<file path="src/rtl/master_tile_sequencer_pkg.sv">
// Shared types and defaults for the tile-level multiply sequencer.
// State encoding, array geometry defaults and the tile-index width derivation.
package master_tile_sequencer_pkg;

    localparam int WIDTH_HEIGHT         = 16;
    localparam int MAX_OUT_WIDTH_HEIGHT = 128;

    // Index width needed to count output tiles along one matrix edge.
    function automatic int tile_width(input int max_out, input int edge_len);
        return (max_out / edge_len > 1) ? $clog2(max_out / edge_len) : 1;
    endfunction

    localparam int TILE_W = tile_width(MAX_OUT_WIDTH_HEIGHT, WIDTH_HEIGHT);

    typedef enum logic [2:0] {
        IDLE   = 3'd0,
        LOAD_W = 3'd1,
        WAIT_W = 3'd2,
        CALC   = 3'd3,
        FIN    = 3'd4
    } state_t;

endpackage

</file>
<file path="src/rtl/master_tile_sequencer_tile_index_counter.sv">
// Three-level nested wrap counter (k innermost, then column, then row).
// Reports when the current tile is the last one and whether k is zero.
module tile_index_counter #(
    parameter int TILE_W = 3
) (
    input  logic              clk,
    input  logic              reset,
    input  logic              clear,
    input  logic              advance,
    input  logic [TILE_W-1:0] count_row,
    input  logic [TILE_W-1:0] count_col,
    input  logic [TILE_W-1:0] count_k,
    output logic [TILE_W-1:0] row,
    output logic [TILE_W-1:0] col,
    output logic [TILE_W-1:0] k,
    output logic              last,
    output logic              k_zero
);

    logic [TILE_W-1:0] row_next, col_next, k_next;
    logic              k_wrap, col_wrap;
    logic              k_nonzero;

    // NOTE: every variable assigned in always_comb gets a default first, so no path can infer a latch.
    always_comb begin
        k_wrap   = (k == count_k);
        col_wrap = (col == count_col);
        k_next   = k_wrap ? '0 : k + 1'b1;
        col_next = col;
        row_next = row;
        if (k_wrap) begin
            col_next = col_wrap ? '0 : col + 1'b1;
            if (col_wrap) begin
                row_next = (row == count_row) ? '0 : row + 1'b1;
            end
        end
    end

    // NOTE: sequential state uses non-blocking assignments so every flop samples pre-edge values.
    always_ff @(posedge clk) begin
        if (reset || clear) begin
            row       <= '0;
            col       <= '0;
            k         <= '0;
            k_nonzero <= 1'b0;
        end else if (advance) begin
            row       <= row_next;
            col       <= col_next;
            k         <= k_next;
            k_nonzero <= (k_next != '0);
        end
    end

    assign last   = (row == count_row) && (col == count_col) && (k == count_k);
    assign k_zero = ~k_nonzero;

endmodule

</file>
<file path="src/rtl/master_tile_sequencer.sv">
// Tile-level controller: walks output tiles with an inner K loop, issuing weight loads then calc passes.
// Optional weight prefetch overlapping calc is enabled with MASTER_TILE_SEQ_PREFETCH_EN.
module master_tile_sequencer
    import master_tile_sequencer_pkg::*;
#(
    parameter int width_height         = WIDTH_HEIGHT,
    parameter int max_out_width_height = MAX_OUT_WIDTH_HEIGHT,
    parameter int TILE_W               = tile_width(max_out_width_height, width_height)
) (
    input  logic              clk,
    input  logic              reset,
    input  logic              start,
    input  logic [TILE_W-1:0] num_tile_rows,
    input  logic [TILE_W-1:0] num_tile_cols,
    input  logic [TILE_W-1:0] num_tile_k,
    input  logic              weight_fifo_arr_done,
    input  logic              data_mem_calc_done,
    output logic              weight_fifo_arr_en,
    output logic              data_mem_calc_en,
    output logic [TILE_W-1:0] accum_table_submat_row_out,
    output logic [TILE_W-1:0] accum_table_submat_col_out,
    output logic [TILE_W-1:0] tile_k,
    output logic              accum_add,
    output logic              fifo_ready,
    output logic              busy,
    output logic              done
);

    state_t            state_q, state_next;
    logic [TILE_W-1:0] cnt_row, cnt_col, cnt_k;
    logic              clear, advance, last, k_zero, calc_finished;
    logic              weight_en_next, calc_en_next;

`ifdef MASTER_TILE_SEQ_PREFETCH_EN
    logic w_ready, w_ready_next, w_seen, w_avail;

    // A done in the cycle the prefetch request is issued belongs to the previous load.
    assign w_seen  = (state_q == CALC) && data_mem_calc_en && !weight_fifo_arr_en && weight_fifo_arr_done;
    assign w_avail = w_ready || w_seen;
`endif

    // Calc completion only counts while the engine is actually enabled.
    assign calc_finished = (state_q == CALC) && data_mem_calc_en && data_mem_calc_done;

    tile_index_counter #(.TILE_W(TILE_W)) u_index (
        .clk       (clk),
        .reset     (reset),
        .clear     (clear),
        .advance   (advance),
        .count_row (cnt_row),
        .count_col (cnt_col),
        .count_k   (cnt_k),
        .row       (accum_table_submat_row_out),
        .col       (accum_table_submat_col_out),
        .k         (tile_k),
        .last      (last),
        .k_zero    (k_zero)
    );

    always_comb begin
        state_next = state_q;
        clear      = 1'b0;
        advance    = 1'b0;
        unique case (state_q)
            IDLE: if (start) begin
                clear      = 1'b1;
                state_next = LOAD_W;
            end
            LOAD_W: state_next = WAIT_W;
            WAIT_W: if (weight_fifo_arr_done) state_next = CALC;
            CALC: if (calc_finished) begin
                if (last) begin
                    state_next = FIN;
                end else begin
                    advance = 1'b1;
`ifdef MASTER_TILE_SEQ_PREFETCH_EN
                    state_next = w_avail ? CALC : WAIT_W;
`else
                    state_next = LOAD_W;
`endif
                end
            end
            FIN:     state_next = IDLE;
            default: state_next = IDLE;
        endcase

        weight_en_next = (state_next == LOAD_W);
        calc_en_next   = (state_next == CALC) && !advance;
`ifdef MASTER_TILE_SEQ_PREFETCH_EN
        // Request the next tile's weights as an enabled calc pass begins, unless nothing follows.
        if ((state_next == CALC) && !last && ((state_q != CALC) || !data_mem_calc_en)) begin
            weight_en_next = 1'b1;
        end
        w_ready_next = w_ready;
        if (state_q == IDLE || calc_finished) begin
            w_ready_next = 1'b0;
        end else if (w_seen) begin
            w_ready_next = 1'b1;
        end
`endif
    end

    always_ff @(posedge clk) begin
        if (reset) begin
            state_q            <= IDLE;
            cnt_row            <= '0;
            cnt_col            <= '0;
            cnt_k              <= '0;
            weight_fifo_arr_en <= 1'b0;
            data_mem_calc_en   <= 1'b0;
            fifo_ready         <= 1'b0;
            busy               <= 1'b0;
            done               <= 1'b0;
`ifdef MASTER_TILE_SEQ_PREFETCH_EN
            w_ready            <= 1'b0;
`endif
        end else begin
            state_q            <= state_next;
            weight_fifo_arr_en <= weight_en_next;
            data_mem_calc_en   <= calc_en_next;
            fifo_ready         <= (state_next == CALC);
            busy               <= (state_next != IDLE);
            done               <= (state_next == FIN);
            if (clear) begin
                cnt_row <= num_tile_rows;
                cnt_col <= num_tile_cols;
                cnt_k   <= num_tile_k;
            end
`ifdef MASTER_TILE_SEQ_PREFETCH_EN
            w_ready <= w_ready_next;
`endif
        end
    end

    assign accum_add = ~k_zero;

endmodule

</file>
<file path="config.mk">
export PLATFORM = sky130hd
export DESIGN_NAME = master_tile_sequencer
export DESIGN_NICKNAME = d
export VERILOG_FILES = /design/src/rtl/master_tile_sequencer_pkg.sv /design/src/rtl/master_tile_sequencer_tile_index_counter.sv /design/src/rtl/master_tile_sequencer.sv
export SDC_FILE = /design/constraint.sdc
export NUM_CORES = 1
export LEC_CHECK = 0
export ABC_AREA = 0
export CAP_MARGIN = 15
export CORE_MARGIN = 2
export CORE_UTILIZATION = 51
export CTS_CLUSTER_DIAMETER = 150
export DETAILED_ROUTE_END_ITERATION = 10
export GPL_ROUTABILITY_DRIVEN = 1
export PLACE_DENSITY = 0.82
export SKIP_CTS_REPAIR_TIMING = 1
export SYNTH_ARGS = -nofsm -noshare
export SYNTH_HDL_FRONTEND = slang
export SYNTH_SLANG_ARGS = --single-unit
</file>
<file path="constraint.sdc">
create_clock -name clk -period 2.31 [get_ports clk]
set_input_delay 0.462 -clock clk [delete_from_list [all_inputs] [get_ports clk]]
set_output_delay 0.462 -clock clk [all_outputs]
set_load 0.02 [all_outputs]
</file>
Word-level counts from Yosys, hierarchy flattened --
Index checks and enable logic that the tools add are counted.
Operators by class: reduce and logical (&&, ||, !) cells 12, eq/ne operators 9, muxes and demuxes 13, $add $sub $neg 3
Operator list (number):
- two-way mux 3 bit | 7
- one-hot mux 3 bit (4 select lines) | 1
- adder 3 x 1 -> 3 bit, second input constant | 3
- == test 3 x 2 -> 1 bit, second input constant | 3
- == test 3 bit | 3
- == test 3 x 1 -> 1 bit, second input constant | 2
- nonzero test 3 bit | 2
- logical AND 1 bit | 5
- two-way mux 1 bit | 5
- == test 3 bit, second input constant | 1
- logical NOT 3 bit | 1
- AND reduction 3 bit | 1
- AND reduction 2 bit | 1
- logical NOT 1 bit | 1
- logical OR 1 bit | 1
Storage, ports and cells: register bits 27, bits of input ports 14

Logic depth before layout (Yosys ltp) --
depth after elaboration 8, depth in mapped cells 5

By module --
Synthesis repeated with hierarchy kept, for this count alone.
Second synthesis, totals: cells, all modules 143, area, all modules 1297.5 µm²
Modules (own cells, without submodules):
- master_tile_sequencer | cells an instance 70, seq. area each 340.3 µm², instances 1, area each 693.2 µm²
- tile_index_counter | cells an instance 73, seq. area each 200.2 µm², instances 1, area each 604.3 µm²

Least setup slack after synthesis --
OpenSTA, ideal clock, no wires.
path kind reg-to-reg, from register u_index.k[0], to register u_index.row[2], cell stages (with the launch flop) 6, required time 2.194 ns, arrival time 1.528 ns, period minus slack after synthesis 1.644 ns, buffers on the path 0, setup slack 0.666 ns, path through dfxtp_1 xnor2_1 nand3_1 nor4b_4 a21oi_1 a31o_1
Between the ends: longest elaborated chain between the ends 6
RTL lines:
- start: declaration | line master_tile_sequencer_tile_index_counter.sv:15 | output logic [TILE_W-1:0] k,
- start signal: assignment | line master_tile_sequencer_tile_index_counter.sv:49 | k <= k_next;
- == test 3 bit * | line master_tile_sequencer_tile_index_counter.sv:26, master_tile_sequencer_tile_index_counter.sv:54
- logical AND 1 bit | line master_tile_sequencer_tile_index_counter.sv:54 | assign last = (row == count_row) && (col == count_col) && (k == count_k);
- two-way mux 1 bit | line master_tile_sequencer.sv:72 | if (last) begin
- two-way mux 1 bit | line master_tile_sequencer.sv:71 | CALC: if (calc_finished) begin
- two-way mux 1 bit | line master_tile_sequencer.sv:64 | unique case (state_q)
- AND reduction 3 bit (no source line) *
- end signal: assignment | line master_tile_sequencer_tile_index_counter.sv:47 | row <= row_next;
- end: declaration | line master_tile_sequencer_tile_index_counter.sv:13 | output logic [TILE_W-1:0] row,
Mark *: on every way between the ends. The rest lies on a longest branch, timed or not. A chain may end at the register's enable or synchronous reset.

Worst setup path in the final report --
from register u_index.col[0], to output accum_table_submat_col_out[0]
RTL lines:
- start: declaration | line master_tile_sequencer_tile_index_counter.sv:14 | output logic [TILE_W-1:0] col,
- start signal: assignment | line master_tile_sequencer_tile_index_counter.sv:48 | col <= col_next;
- end: declaration | line master_tile_sequencer.sv:21 | output logic [TILE_W-1:0] accum_table_submat_col_out,
No word-level cell between the ends.

==> key figures <==
Clock network
  – Clock tree from TritonCTS: yes
  – Number of buffers created by CTS: 3
  – CTS clk-pin slew, worst paths: around 150 ps
  – Clk sinks: 27
  – Buffer type at the clock tree root: clkbuf_4
  – Maximum count of clock buffers along a single path: 2
  – Later-pin clock latency in the skew report: 320 ps
  – Deepest level of the CTS H-tree: 1

Setup path
  – Ordered cell list for the critical path: clkdlybuf4s50_1
  – Stages on worst setup path: 1
  – Slowest stage cell on the critical path: clkdlybuf4s50_1
  – Path type of the worst setup path: register to output port
  – Worst setup path endpoint: accum_table_submat_col_out[0]
  – Arrival time of data at the critical path endpoint: 1410 ps
  – Beginning of the worst register-to-register path: u_index.col[2]
  – CP Buf/Inv Count: 1
  – Worst Setup End Kind: output port
  – Worst reg2reg path endpoint: u_index.row[2]
  – CP Launch Type: register
  – Worst reg-to-reg path cell count: 5
  – CP delay by family, top: buffers and inverters
  – Flop2flop setup slack: 610 ps
  – Largest fanout on the critical path: 4
  – Required time at the endpoint of the critical path: 1850 ps
  – Critical path's largest stage delay: 640 ps
  – Origin of the worst setup path: u_index.col[0]

Die
  – Number of top-level design ports: 29
  – Row count: 17
  – Horizontal die dimension: 52.2 µm
  – Initial core utilization: 0.536
  – Full die area: 2730 µm²
  – Std-Cell Core Area: 2210 µm²
  – Height of the die: approximately 52 µm

Route
  – Vias/cell: 5.26
  – Final ANT Viol Nets: 0
  – Residual DRC: 0
  – Initial DRC Count: 21
  – Drt wl/cell: 12.7 µm
  – Via Count: 978
  – Total Wirelength: 2.37 mm
  – Iteration count of the initial detailed-routing pass: 4

Timing
  – Hold Violations, Final: 0
  – Ratio of final minimum period to clock period: 0.811
  – Transition time at the pin with the least slew margin: around 440 ps
  – Setup ws final: 437 ps
  – Final Max Tran Viols: 0
  – Setup repair after global routing missed its margin: false
  – Minimum clock period: between 1500 and 2000 ps
  – Worst-case clock skew: approximately 9.3 ps
  – Final setup fails: 0
  – Max Clock Freq: between 500 and 600 MHz
  – Worst hold slack across all endpoints: around 480 ps
  – Aggregate negative setup slack: 0 ps
  – Relative slew slack: 0.703

Synth
  – Synth Register Bits: 27
  – Post-synth EDFFs: 0
  – Net count of the mapped netlist: 145
  – Synthesis Warnings: 0
  – Dominant cell by count in the synthesized netlist: dfxtp_1
  – Dominant register cell in the synthesized netlist: dfxtp_1
  – Gate count of the mapped netlist: 128
  – Mean instance size in the synthesized netlist: 9.27 µm²
  – Distinct cells, synth: 32
  – Portion of the post-synthesis area used by sequential elements: 0.456
  – Cell area after synthesis: ~1200 µm²
  – Fraction of synthesis flops using an asynchronous set or reset pin: 0
  – Area share of the largest cell type after synthesis: 0.456
  – Cell accounting for the most synthesized area: dfxtp_1
  – Top cell types by occurrence after synthesis: dfxtp_1, nand2_1, nor2_1
  – Main area contributors after synthesis: dfxtp_1, nand2_1, a21oi_1

GRT
  – All-layer global routing usage: 0.195
  – GRT Residual Overflow: 0
  – Number of global-route vias before repair: between 900 and 1,000
  – Number of antenna violations at the first check in global routing: 0
  – First-pass GRT wire length: 3.93 mm
  – Pin count of the biggest net entering global routing: 19

Job
  – # Max-Cap Violations: 0

Worst hold path
  – Worst hold path class: register to register

Finish
  – Combined flip-flop and latch cell area: 541 µm²
  – Relative area change from synthesis to final layout: 28.8%
  – Fill cell count: 197
  – Area taken by multi-input logic gates: ~630 µm²
  – Layout Utilization: 0.691
  – Layout cell share with drive strength beyond 1: 0.0949
  – Number of nets at the end of the flow: 176
  – Number of diodes added for antenna fixing: 0

Placement
  – Number of buffer cells added on primary ports: 28
  – RD Place Congestion: 0.817
  – Worst slack at placement: roughly 190 ps
  – HPWL Detailed: 1.86 mm

Power and ir drop
  – Power per unit of standard cell area: 559 nW/µm²
  – Peak ir drop on the vdd network: 372 µV
  – Leak pwr: 0.594 nW

Run status
  – Result of the run: finished, final reports clean
[tightest hold or removal path: stages (launching register included)]
cell and delay, ps:
dfxtp_1 340, nand2_1 50, a21oi_1 50
[how the worst min path moves through the flow]
stage                     from    endpoint  slack (ps)  cells after the start
floorplan           cnt_col[0]  cnt_col[0]         450                      2
global placement    cnt_col[0]  cnt_col[0]         460                      2
detailed placement    cnt_k[2]    cnt_k[2]         460                      2
CTS                   cnt_k[2]    cnt_k[2]         480                      2
global route        cnt_col[0]  cnt_col[0]         490                      2
finish                cnt_k[1]    cnt_k[1]         480                      2
[report_power, final]
group	total [W]	switching [W]	internal [W]
sequential	0.000501	0.0000147	0.000487
clock	0.000205	0.000140	0.0000648
combinational	0.000148	0.0000799	0.0000682
[metrics by stage]
stage / instance area [µm²] / total power, W / cells
after floorplan: 1190 / 0.000603 / 128
after global placement: 1500 / 0.000654 / 182
after detailed placement: 1500 / 0.000660 / 182
after CTS: 1530 / 0.000859 / 186
after global routing: 1530 / 0.000891 / 186
final: 1530 / 0.000854 / 186
[metal layers]
| metal | global-route usage | routed length, µm | up-vias |
|---|---|---|---|
| met2 | 0.335 | 1170 | 15 |
| met5 | 0 | 0 | - |
| met4 | 0.0641 | 17 | 0 |
| met1 | 0.246 | 1120 | 463 |
| li1 | - | - | 498 |
| met3 | 0.0343 | 65 | 2 |
[layout by cell type, fill, tap and decap left out, drive strengths merged]
master and instances:
a211oi 1, a21bo 1, a21oi 14, a22o 2, a31o 1, and3 2, buf 2, clkbuf 3
clkdlybuf4s50 28, clkinv 1, dfxtp 27, ha 3, mux2 1, mux2i 2, nand2 19, nand2b 2
nand3 4, nand3b 3, nand4 1, nand4b 1, nor2 16, nor2b 1, nor3 5, nor4b 2
o31ai 1, or2 2, or3 1, xnor2 6, xor2 6
[flip-flops by register name, indices dropped and copies added, names as in the netlist]
| signal | flops |
|---|---|
| busy | 1 |
| cnt_col | 3 |
| cnt_k | 3 |
| cnt_row | 3 |
| data_mem_calc_en | 1 |
| done | 1 |
| fifo_ready | 1 |
| state_q | 3 |
| u_index.col | 3 |
| u_index.k | 3 |
| u_index.k_nonzero | 1 |
| u_index.row | 3 |
| weight_fifo_arr_en | 1 |
[cells by family after synthesis]
group,count (synthesis),share of synthesized area
AO/OA/AOI/OAI,20,0.107
XOR/XNOR,12,0.0886
adder cells (fa/ha/maj),3,0.0316
buffers and inverters,4,0.0137
flip-flops,27,0.456
multiplexers,3,0.0264
AND/OR/NAND/NOR,59,0.277
[layout make-up]
type                       count  area share
timing repair buffer          30       0.193
clock inverter                 1     0.00328
sequential                    27       0.354
multi-input combinational     97       0.412
clock buffer                   3      0.0147
tap                           28      0.0229
(Power assumes the default switching activity.)
